**config.mk**
```make
export PLATFORM = sky130hd
export DESIGN_NAME = hazard_ctrl_flat
export DESIGN_NICKNAME = d
export VERILOG_FILES = /design/src/rtl/pipeline_pkg.sv /design/src/rtl/hazard_ctrl_if.sv /design/src/rtl/hazard_cmp.sv /design/src/rtl/hazard_ctrl.sv /design/src/flat_wrapper.sv
export SDC_FILE = /design/constraint.sdc
export NUM_CORES = 1
export LEC_CHECK = 0
export ABC_CLOCK_PERIOD_IN_PS = 8700
export CORE_ASPECT_RATIO = 1.4
export CORE_UTILIZATION = 55
export DETAILED_ROUTE_END_ITERATION = 8
export DONT_BUFFER_PORTS = 1
export PLACE_DENSITY = 0.8
export SYNTH_ARGS = -nofsm -noshare
export SYNTH_HDL_FRONTEND = slang
export SYNTH_SLANG_ARGS = --single-unit
```
**constraint.sdc**
```tcl
create_clock -name clk -period 8.7 [get_ports clk]
set_input_delay 2.175 -clock clk [delete_from_list [all_inputs] [get_ports clk]]
set_output_delay 2.175 -clock clk [all_outputs]
set_load 0.01 [all_outputs]
```
**src/rtl/pipeline_pkg.sv**
```systemverilog
// pipeline_pkg: shared types and constants for the hazard controller.
//   FWD_*   : ALU operand forwarding mux select codes
//   state_t : hazard FSM state encoding (RUN/STALL/FLUSH)
//   stage_t : shadow pipeline-stage entry {valid, rd, regwrite, memread}
package pipeline_pkg;

    localparam logic [1:0] FWD_RF  = 2'b00;  // register file
    localparam logic [1:0] FWD_MEM = 2'b01;  // EX/MEM result
    localparam logic [1:0] FWD_WB  = 2'b10;  // MEM/WB result

    typedef enum logic [1:0] {
        RUN   = 2'd0,
        STALL = 2'd1,
        FLUSH = 2'd2
    } state_t;

    // Width of the rd field held in the shadow entries (RV32I: 32 registers).
    localparam int unsigned RD_W = 5;

    typedef struct packed {
        logic            valid;
        logic [RD_W-1:0] rd;
        logic            regwrite;
        logic            memread;
    } stage_t;

    localparam stage_t BUBBLE = '{valid: 1'b0, rd: '0, regwrite: 1'b0, memread: 1'b0};

    // Per-operand forwarding select. A load in EX never reaches here on an
    // advancing cycle because it forces a stall first.
    function automatic logic [1:0] fwd_select(input logic ex_hit, input logic ex_load,
                                              input logic mem_hit);
        if (ex_hit && !ex_load) begin
            return FWD_MEM;
        end else if (mem_hit) begin
            return FWD_WB;
        end
        return FWD_RF;
    endfunction

endpackage

```
**src/rtl/hazard_ctrl_if.sv**
```systemverilog
// hazard_ctrl_if: ID-stage hazard request and hazard-control response bundle.
//   master : pipeline side, drives the ID instruction fields and ex_branch_taken,
//            receives stall/flush/forwarding selects/debug state/stall counter.
//   slave  : hazard controller side (mirror of master).
interface hazard_ctrl_if #(
    parameter int unsigned REG_AW = 5,
    parameter int unsigned CNT_W  = 32
);
    logic              id_valid;
    logic [REG_AW-1:0] id_rs1;
    logic [REG_AW-1:0] id_rs2;
    logic              id_use_rs1;
    logic              id_use_rs2;
    logic [REG_AW-1:0] id_rd;
    logic              id_regwrite;
    logic              id_memread;
    logic              ex_branch_taken;

    logic              stall;
    logic              flush;
    logic [1:0]        fwd_a_sel;
    logic [1:0]        fwd_b_sel;
    logic [1:0]        state;
    logic [CNT_W-1:0]  stall_count;

    modport master (
        output id_valid, id_rs1, id_rs2, id_use_rs1, id_use_rs2, id_rd,
               id_regwrite, id_memread, ex_branch_taken,
        input  stall, flush, fwd_a_sel, fwd_b_sel, state, stall_count
    );

    modport slave (
        input  id_valid, id_rs1, id_rs2, id_use_rs1, id_use_rs2, id_rd,
               id_regwrite, id_memread, ex_branch_taken,
        output stall, flush, fwd_a_sel, fwd_b_sel, state, stall_count
    );
endinterface

```
**src/rtl/hazard_cmp.sv**
```systemverilog
// hazard_cmp: combinational check whether one shadow stage entry writes a
// given source register.
//   src    : source register index (REG_AW bits, REG_AW <= RD_W)
//   entry  : shadow stage entry
//   writes : entry is valid, writes a register, rd == src and src != x0
module hazard_cmp
    import pipeline_pkg::*;
#(
    parameter int unsigned REG_AW = 5
) (
    input  logic [REG_AW-1:0] src,
    input  stage_t            entry,
    output logic              writes
);

    logic [RD_W-1:0] src_w;
    logic            unused_memread;

    assign src_w  = RD_W'(src);
    assign writes = entry.valid & entry.regwrite & (entry.rd == src_w) & (src_w != '0);

    // Load-ness is judged by the caller, only for the EX entry.
    assign unused_memread = entry.memread;

endmodule

```
**src/rtl/hazard_ctrl.sv**
```systemverilog
// hazard_ctrl: hazard controller for the 5-stage RV32I pipeline.
// Tracks destination registers of the instructions in EX, MEM and WB and
// produces the RAW / load-use stall, the branch flush and the registered
// ALU operand forwarding selects.
//
// Ports:
//   clk   : core clock, rising edge
//   reset : synchronous, active-high
//   hz    : hazard_ctrl_if.slave (ID instruction fields, ex_branch_taken in;
//           stall, flush, fwd_a_sel, fwd_b_sel, state, stall_count out)
//
// Build option: define HAZARD_FORWARD_EN to enable forwarding; only load-use
// then stalls. Without it, selects are tied to FWD_RF and every RAW
// dependence on EX/MEM/WB stalls until the producer has left WB.
module hazard_ctrl
    import pipeline_pkg::*;
#(
    parameter int unsigned REG_AW = 5,
    parameter int unsigned CNT_W  = 32
) (
    input logic          clk,
    input logic          reset,
    hazard_ctrl_if.slave hz
);

    stage_t           ex_q, mem_q, wb_q;
    state_t           state_q;
    logic [CNT_W-1:0] stall_count_q;

    stage_t           stage [3];
    logic [2:0]       hit_rs1, hit_rs2;
    logic [2:0]       dep_a, dep_b;
    logic             stall_raw, stall, flush, advance;
    stage_t           id_entry;

    assign stage[0] = ex_q;
    assign stage[1] = mem_q;
    assign stage[2] = wb_q;

    for (genvar g = 0; g < 3; g++) begin : g_cmp
        hazard_cmp #(
            .REG_AW (REG_AW)
        ) u_cmp_rs1 (
            .src    (hz.id_rs1),
            .entry  (stage[g]),
            .writes (hit_rs1[g])
        );
        hazard_cmp #(
            .REG_AW (REG_AW)
        ) u_cmp_rs2 (
            .src    (hz.id_rs2),
            .entry  (stage[g]),
            .writes (hit_rs2[g])
        );
    end

    // Only sources the instruction actually reads can create a dependence.
    assign dep_a = hit_rs1 & {3{hz.id_use_rs1}};
    assign dep_b = hit_rs2 & {3{hz.id_use_rs2}};

`ifdef HAZARD_FORWARD_EN
    logic [1:0] fwd_a_q, fwd_b_q;
    logic       unused_wb_dep;

    assign stall_raw     = hz.id_valid & (dep_a[0] | dep_b[0]) & ex_q.memread;
    // WB producers are served by the register file write-through.
    assign unused_wb_dep = dep_a[2] ^ dep_b[2];
`else
    logic unused_ex_load;

    assign stall_raw      = hz.id_valid & ((|dep_a) | (|dep_b));
    assign unused_ex_load = ex_q.memread;
`endif

    // Flush wins over stall; both are forced low while reset is asserted.
    assign flush   = ~reset & hz.ex_branch_taken;
    assign stall   = ~reset & ~flush & stall_raw;
    assign advance = hz.id_valid & ~stall & ~flush;

    assign id_entry = '{valid: 1'b1, rd: RD_W'(hz.id_rd), regwrite: hz.id_regwrite,
                        memread: hz.id_memread};

    always_ff @(posedge clk) begin
        if (reset) begin
            ex_q          <= BUBBLE;
            mem_q         <= BUBBLE;
            wb_q          <= BUBBLE;
            state_q       <= RUN;
            stall_count_q <= '0;
        end else begin
            wb_q  <= mem_q;
            mem_q <= ex_q;
            ex_q  <= advance ? id_entry : BUBBLE;
            if (flush) begin
                state_q <= FLUSH;
            end else if (stall) begin
                state_q <= STALL;
            end else begin
                state_q <= RUN;
            end
            if (stall) begin
                stall_count_q <= stall_count_q + 1'b1;
            end
        end
    end

`ifdef HAZARD_FORWARD_EN
    always_ff @(posedge clk) begin
        if (reset) begin
            fwd_a_q <= FWD_RF;
            fwd_b_q <= FWD_RF;
        end else if (advance) begin
            fwd_a_q <= fwd_select(dep_a[0], ex_q.memread, dep_a[1]);
            fwd_b_q <= fwd_select(dep_b[0], ex_q.memread, dep_b[1]);
        end else begin
            fwd_a_q <= FWD_RF;
            fwd_b_q <= FWD_RF;
        end
    end

    assign hz.fwd_a_sel = fwd_a_q;
    assign hz.fwd_b_sel = fwd_b_q;
`else
    assign hz.fwd_a_sel = FWD_RF;
    assign hz.fwd_b_sel = FWD_RF;
`endif

    assign hz.stall       = stall;
    assign hz.flush       = flush;
    assign hz.state       = state_q;
    assign hz.stall_count = stall_count_q;

endmodule
```
**src/flat_wrapper.sv**
```systemverilog
// flat-port wrapper written by rule: the top's interface ports become plain ports
module hazard_ctrl_flat import pipeline_pkg::*;
#(
    parameter int unsigned REG_AW = 5,
    parameter int unsigned CNT_W  = 32
)
  (clk, reset, hz_id_valid, hz_id_rs1, hz_id_rs2, hz_id_use_rs1, hz_id_use_rs2, hz_id_rd, hz_id_regwrite, hz_id_memread, hz_ex_branch_taken, hz_stall, hz_flush, hz_fwd_a_sel, hz_fwd_b_sel, hz_state, hz_stall_count);
  hazard_ctrl_if #(.REG_AW(REG_AW), .CNT_W(CNT_W)) hz_i ();
  input logic clk;
  input logic reset;
  input wire logic [$bits(hz_i.id_valid)-1:0] hz_id_valid;
  input wire logic [$bits(hz_i.id_rs1)-1:0] hz_id_rs1;
  input wire logic [$bits(hz_i.id_rs2)-1:0] hz_id_rs2;
  input wire logic [$bits(hz_i.id_use_rs1)-1:0] hz_id_use_rs1;
  input wire logic [$bits(hz_i.id_use_rs2)-1:0] hz_id_use_rs2;
  input wire logic [$bits(hz_i.id_rd)-1:0] hz_id_rd;
  input wire logic [$bits(hz_i.id_regwrite)-1:0] hz_id_regwrite;
  input wire logic [$bits(hz_i.id_memread)-1:0] hz_id_memread;
  input wire logic [$bits(hz_i.ex_branch_taken)-1:0] hz_ex_branch_taken;
  output wire logic [$bits(hz_i.stall)-1:0] hz_stall;
  output wire logic [$bits(hz_i.flush)-1:0] hz_flush;
  output wire logic [$bits(hz_i.fwd_a_sel)-1:0] hz_fwd_a_sel;
  output wire logic [$bits(hz_i.fwd_b_sel)-1:0] hz_fwd_b_sel;
  output wire logic [$bits(hz_i.state)-1:0] hz_state;
  output wire logic [$bits(hz_i.stall_count)-1:0] hz_stall_count;
  assign hz_i.id_valid = hz_id_valid;
  assign hz_i.id_rs1 = hz_id_rs1;
  assign hz_i.id_rs2 = hz_id_rs2;
  assign hz_i.id_use_rs1 = hz_id_use_rs1;
  assign hz_i.id_use_rs2 = hz_id_use_rs2;
  assign hz_i.id_rd = hz_id_rd;
  assign hz_i.id_regwrite = hz_id_regwrite;
  assign hz_i.id_memread = hz_id_memread;
  assign hz_i.ex_branch_taken = hz_ex_branch_taken;
  assign hz_stall = hz_i.stall;
  assign hz_flush = hz_i.flush;
  assign hz_fwd_a_sel = hz_i.fwd_a_sel;
  assign hz_fwd_b_sel = hz_i.fwd_b_sel;
  assign hz_state = hz_i.state;
  assign hz_stall_count = hz_i.stall_count;
  hazard_ctrl #(.REG_AW(REG_AW), .CNT_W(CNT_W)) u_core (.clk(clk), .reset(reset), .hz(hz_i));
endmodule
```
* After elaboration in Yosys (flattened, before gate mapping)
Index checks and enable logic that the tools add are counted.
** Storage, ports and cells
- Logic and storage cells :: 56
- Output and inout bits :: 40
- Register bits after elaboration :: 55
- Bits of input ports :: 23
** Cells by class
- Reduce and logical (&&, ||, !) cells :: 6
- Bitwise gates (word level) :: 28
- Equal/unequal tests :: 6
- Multiplexer cells :: 3
- Add/subtract/negate cells :: 1
** Operators by type and width (count)
- $add 32x1->32 const B :: 1
- $eq 5x5->1 :: 6
- $and 1x1->1 :: 21
- $reduce_bool 5->1 :: 2
- $mux 8 :: 1
- $and 3x3->3 :: 2
- $reduce_or 3->1 :: 2
- $not 1->1 :: 4
- $reduce_or 2->1 :: 2
- $mux 2 :: 1
- $mux 1 :: 1
- $or 1x1->1 :: 1

* Logic depth before layout (Yosys ltp)
Gate-level depths: netlist of the first run.
- Depth after elaboration :: 13
- Mapped depth :: 9
- Mapped depth without buffers :: 8

* Cells and area by module
From an unflattened synthesis of the first run, not the netlist that was laid out.
** Unflattened totals
- Cell total of the unflattened synthesis :: 328
- Area total of the unflattened synthesis :: 2946.6 sq um
** By module, submodules not included
- hazard_ctrl :: sequential area each 1161.1 sq um, area each 2488.6 sq um, cells each 268, instances 1
- hazard_cmp :: sequential area each 0.0 sq um, area each 76.3 sq um, cells each 10, instances 6

* Worst setup path after synthesis of the first run
Ideal clock, no wire load.
- Path kind :: input -> output
- Start point :: in hz_id_rs1[4]
- End point :: out hz_stall
- Stages on the path :: 7
- Path slack :: 2.838 ns
- Path buffers :: 1
- Data required time :: 6.525 ns
- Arrival time :: 3.687 ns
- Path through :: xor2_1 > nor4_1 > nand4_1 > a311oi_2 > nor2_4 > inv_1 > buf_2
** Between the ends
- Word-level cells in the longest chain between the ends :: 8
- Elaborated cells between the ends (all ways) :: 15
- Classes of those cells :: eq/ne: 3; bitwise: 10; reduce/logical: 2
** RTL lines
- from (decl) :: RTL line flat_wrapper.sv:12 : input wire logic [$bits(hz_i.id_rs1)-1:0] hz_id_rs1;
- $eq 5x5->1 :: RTL line hazard_cmp.sv:20 : assign writes = entry.valid & entry.regwrite & (entry.rd == src_w) & (src_w != '0);
- $and 1x1->1 (2 in a row) :: RTL line hazard_cmp.sv:20
- $and 3x3->3 * :: RTL line hazard_ctrl.sv:58 : assign dep_a = hit_rs1 & {3{hz.id_use_rs1}};
- $reduce_or 3->1 * :: RTL line hazard_ctrl.sv:71 : assign stall_raw = hz.id_valid & ((|dep_a) | (|dep_b));
- $or 1x1->1 * :: RTL line hazard_ctrl.sv:71
- $and 1x1->1 * :: RTL line hazard_ctrl.sv:71
- $and 1x1->1 * :: RTL line hazard_ctrl.sv:77 : assign stall = ~reset & ~flush & stall_raw;
- to (decl) :: RTL line flat_wrapper.sv:20 : output wire logic [$bits(hz_i.stall)-1:0] hz_stall;
Mark *: on every way between the ends. The rest lies on a longest branch, timed or not.

* Worst setup path in the final report of the first run
Ends and elaborated chain as after synthesis.

==> impl_metrics.env, run 1 <==
export IMPL_start_util_pct=57.7
export IMPL_drc_errors=0
export IMPL_power_leakage_nw=0.935
export IMPL_grt_pass1_wl_mm=7.96
export IMPL_synthCells=292
export IMPL_status="completed"
export IMPL_drv_cap=0
export IMPL_first_iter_violations=114
export IMPL_netlist_area_leader_share_pct=41.7
export IMPL_cts_buffers=5
export IMPL_postRouteWirelength_mm=5.16
export IMPL_numClockSinks=55
export IMPL_grt_start_max_net_pins=56
export IMPL_total_power_uw=407
export IMPL_power_internal_uw=323
export IMPL_postLayoutCoreUtil_pct=59.7
export IMPL_fin_crit_ns=6.40
export IMPL_cts_tree="built"
export IMPL_dp_cells=341
export IMPL_combPwrFrac_pct=3.1
export IMPL_relSlewSlack_pct=49.7
export IMPL_core_area_um2=4570
export IMPL_hold_path_class="flop to flop"
export IMPL_final_common_cell="dfxtp_1"
export IMPL_diodes=0
export IMPL_final_nets=310
export IMPL_p_per_area_nw_per_um2=149
export IMPL_finalNonFillerCells=348
export IMPL_fin_crit_sh_pct=73.6
export IMPL_yosysTopAreaCell="dfxtp_1"
export IMPL_synth_seq_area_share_pct=41.7
export IMPL_synth_edf_count=0
export IMPL_vdd_ir_drop_max_uv=126
export IMPL_antenna_found_initial=0
export IMPL_clockBufferDepth=2
export IMPL_hold_violations=0
export IMPL_rows=29
export IMPL_clk_latency_ns=0.30
export IMPL_rsz0062_at_grt="false"
export IMPL_tightest_slew_ns=0.754
export IMPL_yosys_warnings=0
export IMPL_path_max_fanout=24
export IMPL_cp_buffers_inverters=1
export IMPL_postSynthAreaPerCell_um2=9.03
export IMPL_power_frac_seq_pct=62.8
export IMPL_end_kind="output pin"
export IMPL_final_area_um2=2730
export IMPL_worstSetupPathType="primary input to output pin"
export IMPL_die_h_um=83.9
export IMPL_ys_flop_type="dfxtp_1"
export IMPL_first_pass_iters=6
export IMPL_wl_per_cell_um=14.8
export IMPL_grt_overflow_total=0
export IMPL_setup_worst_path_start_class="primary input"
export IMPL_drive_gt1_share_pct=6.64
export IMPL_path_clk_slew_ns=0.08
export IMPL_cts_resized_gates=0
export IMPL_fmax_ghz=0.156
export IMPL_ant_nets=0
export IMPL_die_area_um2=5080
export IMPL_globalplace_congestion=0.859
export IMPL_crit_slowest_cell="a311oi_2"
export IMPL_cp_required_ns=6.53
export IMPL_crit_family="simple AND/OR/NAND/NOR gates"
export IMPL_synth_distinct_cells=40
export IMPL_cp_arrival_ns=4.23
export IMPL_slowest_delay_ns=0.73
export IMPL_pwr_share_clk_pct=34.2
export IMPL_track_usage_pct=20.6
export IMPL_synth_area_top_cells="dfxtp_1, xor2_1, nor2b_1, or4_1, a21oi_1"
export IMPL_cts_htree_levels=2
export IMPL_place_area_um2=2640
export IMPL_crit_chain="xor2_1 > nor4_1 > nand4_1 > a311oi_2 > nor2_4 > inv_1"
export IMPL_finalMaxSlewViolations=0
export IMPL_p_sw_uw=83.9
export IMPL_die_w_um=60.5
export IMPL_synthArstFlopShare_pct=0
export IMPL_skew_ns=0.0104
export IMPL_syn_to_final_growth_pct=3.51
export IMPL_cts_root_buf="clkbuf_8"
export IMPL_cts_setup_buffers=0
export IMPL_detailedPlacementHpwl_mm=3.82
export IMPL_synthesis_area_um2=2640
export IMPL_setup_viol_count_final=0
export IMPL_portBuffers=0
export IMPL_num_io_pins=63
export IMPL_grt_pass1_vias=1861
export IMPL_synth_seq_cells=55
export IMPL_switching_share_pct=20.6
export IMPL_fin_tns_setup_ns=0
export IMPL_cts_hold_buf=0
export IMPL_num_vias=2081
export IMPL_vias_per_cell=5.98
export IMPL_layout_common_cells="dfxtp_1, xor2_1, nor2b_1"
==> logic make-up after synthesis <==
| logic type | synth area share [%] |
|---|---|
| AND/OR/NAND/NOR | 25.2 |
| AO/OA/AOI/OAI | 15.1 |
| flip-flops | 41.7 |
| XOR/XNOR | 11.6 |
| buffers and inverters | 4.46 |
| multiplexers | 1.23 |
| adder cells (fa/ha/maj) | 0.474 |
| other | 0.142 |
==> power groups by stage <==
stage	clock [mW]	combinational, mW	sequential, mW
after CTS	0.143	0.0126	0.256
after floorplan	0	0.0156	0.261
final	0.139	0.0124	0.256
after global routing	0.151	0.0136	0.256
after global placement	0	0.0121	0.261
after detailed placement	0	0.0126	0.262
==> flip-flops by register name (all words and copies together) (netlist names) <==
register / cells
u_core.hz.stall_count: 32
u_core.ex_q: 7
u_core.mem_q: 7
u_core.stage: 7
u_core.hz.state: 2
==> worst paths after layout <==
check                                    start  cells after the start  slack (ns)                       end
worst max-delay path              hz_id_rs1[4]                      6        2.30                  hz_stall
worst min-delay path            u_core.ex_q[7]                      1        0.48           u_core.mem_q[7]
worst max register to register  u_core.ex_q[6]                      8        5.80  u_core.hz.stall_count[6]
worst min register to register  u_core.ex_q[7]                      1        0.48           u_core.mem_q[7]
==> cells in the mapped netlist (10+ instances only) <==
cell type,instances
dfxtp_1,55
xor2_1,24
nor2b_1,21
a21oi_1,20
nor2_1,17
or4_1,14
nand2_1,13
nand4_1,12
o21ai_0,11
xnor2_1,11
clkbuf_1,10
o31ai_1,10
or3_1,10
==> through the flow <==
stage	setup WS [ns]	hold WS (ns)
6_report	2.30	0.484
5_1_grt	2.15	0.498
4_1_cts	2.27	0.490
3_5_place_dp	2.28	0.477
3_3_place_gp	2.33	0.472
2_1_floorplan	2.84	0.459
==> routing by layer <==
metal	share of wire [%]	track usage, %	vias up	wire (um)
li1	-	-	1029	-
met1	38	20.7	972	1960
met2	54	38.2	69	2800
met3	6.1	5.12	11	316
met4	1.7	8.26	0	90
met5	0	0	-	0
==> layout make-up <==
class                   count  area, um2
fillers                   420       1840
multi-input cells         215       1430
flip-flops and latches     55       1100
clock buffers               6       82.6
well taps                  62       77.6
inverters                   9       33.8
clock inverters             1       5.00
Note: power is estimated with default switching activity, not from simulation.
==> inputs of run 2 (changes only) <==
- ABC_CLOCK_PERIOD_IN_PS: 8700 -> 5250
- PLACE_DENSITY: 0.8 -> 0.83
- clock period: 8.7 -> 5.25 ns (I/O delays scaled with it)
==> impl_metrics.env, run 2 (same netlist as run 1, synthesis figures left out) <==
export IMPL_rsz0062_at_grt="false"
export IMPL_grt_pass1_vias=1894
export IMPL_r2r_start="u_core.stage[4]"
export IMPL_tightest_slew_ns=0.611
export IMPL_vdd_ir_drop_max_uv=252
export IMPL_crit_family="simple AND/OR/NAND/NOR gates"
export IMPL_path_clk_slew_ns=0.09
export IMPL_crit_slowest_cell="or4_1"
export IMPL_layout_common_cells="dfxtp_1, xor2_1, nor2b_1"
export IMPL_worst_hold_slack_ns=0.481
export IMPL_finalMaxSlewViolations=0
export IMPL_drv_cap=0
export IMPL_rows=29
export IMPL_cp_startpoint="hz_id_rs1[1]"
export IMPL_p_per_area_nw_per_um2=265
export IMPL_relSlewSlack_pct=59.0
export IMPL_wl_per_cell_um=14.4
export IMPL_fin_crit_sh_pct=85.8
export IMPL_hold_violations=0
export IMPL_grt_overflow_total=0
export IMPL_final_common_cell="dfxtp_1"
export IMPL_num_io_pins=63
export IMPL_r2r_slack_ns=2.54
export IMPL_clockBufferDepth=2
export IMPL_start_util_pct=57.7
export IMPL_cts_resized_gates=0
export IMPL_syn_to_final_growth_pct=4.93
export IMPL_skew_ns=0.0120
export IMPL_cp_required_ns=3.94
export IMPL_cts_htree_levels=2
export IMPL_total_power_uw=734
export IMPL_cp_buffers_inverters=2
export IMPL_first_iter_violations=132
export IMPL_status="completed"
export IMPL_grt_start_max_net_pins=56
export IMPL_setup_viol_count_final=0
export IMPL_crit_chain="or4_1 > o21ai_0 > a311oi_2 > buf_4 > nor2_4 > inv_1"
export IMPL_core_area_um2=4570
export IMPL_end_kind="output pin"
export IMPL_drive_gt1_share_pct=7.29
export IMPL_final_nets=311
export IMPL_first_pass_iters=4
export IMPL_fin_tns_setup_ns=0
export IMPL_track_usage_pct=20.7
export IMPL_globalplace_congestion=0.832
export IMPL_slowest_delay_ns=0.53
export IMPL_min_from="u_core.ex_q[7]"
export IMPL_cts_setup_buffers=0
export IMPL_die_area_um2=5080
export IMPL_fmax_ghz=0.222
export IMPL_numClockSinks=55
export IMPL_worstSetupPathType="primary input to output pin"
export IMPL_fillCellCount=423
export IMPL_grt_pass1_wl_mm=8.09
export IMPL_die_w_um=60.5
export IMPL_cts_hold_buf=0
export IMPL_diodes=0
export IMPL_drc_errors=0
export IMPL_num_vias=2100
export IMPL_hold_path_class="flop to flop"
export IMPL_postRouteWirelength_mm=5.03
export IMPL_antenna_found_initial=0
export IMPL_path_max_fanout=24
export IMPL_ant_nets=0
export IMPL_die_h_um=83.9
export IMPL_portBuffers=0
export IMPL_power_leakage_nw=0.955
export IMPL_clk_latency_ns=0.31
export IMPL_fin_crit_ns=4.50
export IMPL_cts_buffers=5
export IMPL_detailedPlacementHpwl_mm=3.62
export IMPL_cts_root_buf="clkbuf_8"
export IMPL_setup_worst_path_start_class="primary input"
export IMPL_cp_arrival_ns=3.19
export IMPL_cts_tree="built"
export IMPL_vias_per_cell=6.00
export IMPL_largest_reg_flops=32
-- run 2: routing by layer --
metal  GRT usage [%]  part of all wire, %  wire [um]  up-vias
met5               0                    0          0        -
met4            7.23                  1.5         78        0
met3            5.27                  5.9        295        8
met2            37.6                   52       2640       71
met1            22.1                   40       2020      990
li1                -                    -          -     1031
-- run 2: path summary, 6_finish.rpt --
| kind | endpoint | cells after the start |
|---|---|---|
| min | u_core.mem_q[7] | 1 |
| max reg2reg | u_core.hz.stall_count[23] | 7 |
| max | hz_stall | 6 |
| min reg2reg | u_core.mem_q[7] | 1 |
-- run 2: through the flow --
step,cells,utilization (%),area [um2],setup slack [ns]
2_1_floorplan,295,-,2650,1.11
3_3_place_gp,342,58.0,2650,0.765
3_5_place_dp,342,58.0,2650,0.755
4_1_cts,350,60.5,2770,0.769
5_1_grt,350,60.5,2770,0.574
6_report,350,60.5,2770,0.746
-- run 2: area by class of cell --
type	count	area (um2)	area share [%]
multi-input combinational	215	1430	51.7
sequential	55	1100	39.8
clock buffer	6	82.6	2.98
tap	62	77.6	2.80
clock inverter	2	35.0	1.27
inverter	9	33.8	1.22
timing repair buffer	1	7.51	0.271
-- run 2: report_power, final --
| group | switching (mW) | leakage [nW] | internal, mW | total (mW) |
|---|---|---|---|---|
| logic | 0.00937 | 0.449 | 0.0113 | 0.0207 |
| registers | 0.00303 | 0.444 | 0.420 | 0.423 |
| clock network | 0.136 | 0.0612 | 0.155 | 0.290 |
==> patch, RTL diff (settings of run 1) <==
Change the package constant `RD_W` from 5 to 10.
--- a/src/rtl/pipeline_pkg.sv
+++ b/src/rtl/pipeline_pkg.sv
@@ -15,7 +15,7 @@
     } state_t;
 
     // Width of the rd field held in the shadow entries (RV32I: 32 registers).
-    localparam int unsigned RD_W = 5;
+    localparam int unsigned RD_W = 10;
 
     typedef struct packed {
         logic            valid;
Function: no difference found for any inputs over 10 cycles, from zero or initial values and one cycle with reset high; that may be too few to reach the edited logic, so the function may still have changed.
==> patch against run 1 <==
  * First-iteration DRC count increased by 51%
  * Synthesized area increased by 15%
  * Cell area increased by 13%
  * Total power decreased by 1.5%
  * Maximum frequency increased by 10%
  * Sequential cell count unchanged
  * Worst setup slack improved by 590 ps
  * Via count increased by 8.6%
  * Largest power group unchanged
  * Die area increased by 15%
  * Wire length increased by 13%
==> patch: results (changes against run 1) <==
metric	value	unit	change
ys_types	36		-10%
ff2ff_path_depth	7		-1
track_usage	21.2	%	+0.55 points
p_leak	0.00110	µW	+18%
grt_max_degree	80		+43%
synth_commonest_cells	dfxtp_1, nor2b_1, nor2_1, a21oi_1, xnor2_1		
final_nets	353		+14%
seq-power	255	µW	about the same
post_cts_resized	0		unchanged
status	complete, no violations		
buffers	3		+3
p_switching	84.2	µW	+0.39%
n_fill_cell	457		+8.8%
grt_pass1_wl	9.70	mm	+22%
max-slew-margin-rel	64.4	%	+15 points
fin_worst_skew	5.80	ps	-4.55 ps
final-clk-cell-share	2.35	%	-0.85 points
place_hpwl	4.06	mm	+6.0%
grt_pass1_vias	2176		+17%
netlist_top_cells_area	dfxtp_1, nor2b_1, mux2_2, xnor2_1, nor2_1		
pg_comb	16.1	µW	+30%
synthCells	338		+16%
ys_ff_latch	55		unchanged
multi_input_area_share	57.8	%	+5.4 points
largest_reg_flops	32		unchanged
dr.pass1.iters	4		-2
inv_count	6		-3
final-seq-area	1100	µm²	unchanged
wire_per_inst	14.8	µm	-0.39%
buffer_area_share	0.731	%	+0.73 points
place.gp.congestion	0.746		-13%
cp.arrival	3640	ps	-590 ps
antenna_cells	0		unchanged
crit_path_max_fanout	36		+50%
num-multi-input-gates	258		+20%
final_cells	394		+13%
clk_pin_slew	90	ps	
ys_seq_area_share	36.3	%	-5.5 points
via_count	2261		+8.6%
max-vdd-ir-drop	98.3	µV	-22%
drive_gt1_share	11.3	%	+4.6 points
drt_first_iter_violations	172		+51%
ctsLongestPathBuffers	2		unchanged
patch: kinds of logic (layout without fill, tap and decap cells):
family	Yosys count	count (layout)	share of synthesized area, %
simple gates	154	154	28.5
flops	55	55	36.3
compound gates	41	41	10.1
mux	30	30	11.1
xor+xnor	28	28	8.08
buf+inv	28	15	5.44
fa+ha+maj	1	1	0.412
other cells	1	4	0.124
patch: per-stage QoR:
| stage | utilization, % | setup WS, ps | power (µW) | hold WS [ps] | cell area [µm²] |
|---|---|---|---|---|---|
| floorplan | - | 3210 | 281 | 438 | 3050 |
| global placement | 57.5 | 2910 | 277 | 441 | 3010 |
| detailed placement | 57.5 | 2890 | 278 | 451 | 3010 |
| CTS | 58.9 | 2890 | 406 | 463 | 3080 |
| global route | 58.9 | 2790 | 419 | 470 | 3080 |
| finish | 58.9 | 2890 | 401 | 462 | 3080 |
patch: final timing paths:
kind	startpoint	endpoint	slack, ps
max	hz_id_rs1[1]	hz_stall	2890
min	u_core.ex_q[1]	u_core.mem_q[1]	460
max reg2reg	u_core.stage[4]	u_core.hz.stall_count[8]	6340
min reg2reg	u_core.ex_q[1]	u_core.mem_q[1]	460
patch: worst max-delay path, stage by stage:
cell and delay [ps]:
or4_1 550, o21ai_1 180, nor2_1 100, o31ai_4 60, buf_4 390, nand2_1 180
patch: routing by layer:
layer  global-route usage (%)  part of all wire [%]  vias up  wire length [µm]
met2                     38.9                    53       60              3110
met5                        0                     0        -                 0
li1                         -                     -     1136                 -
met3                     6.09                   5.3        6               310
met1                     21.9                    40     1059              2320
met4                     7.59                   1.4        0                81
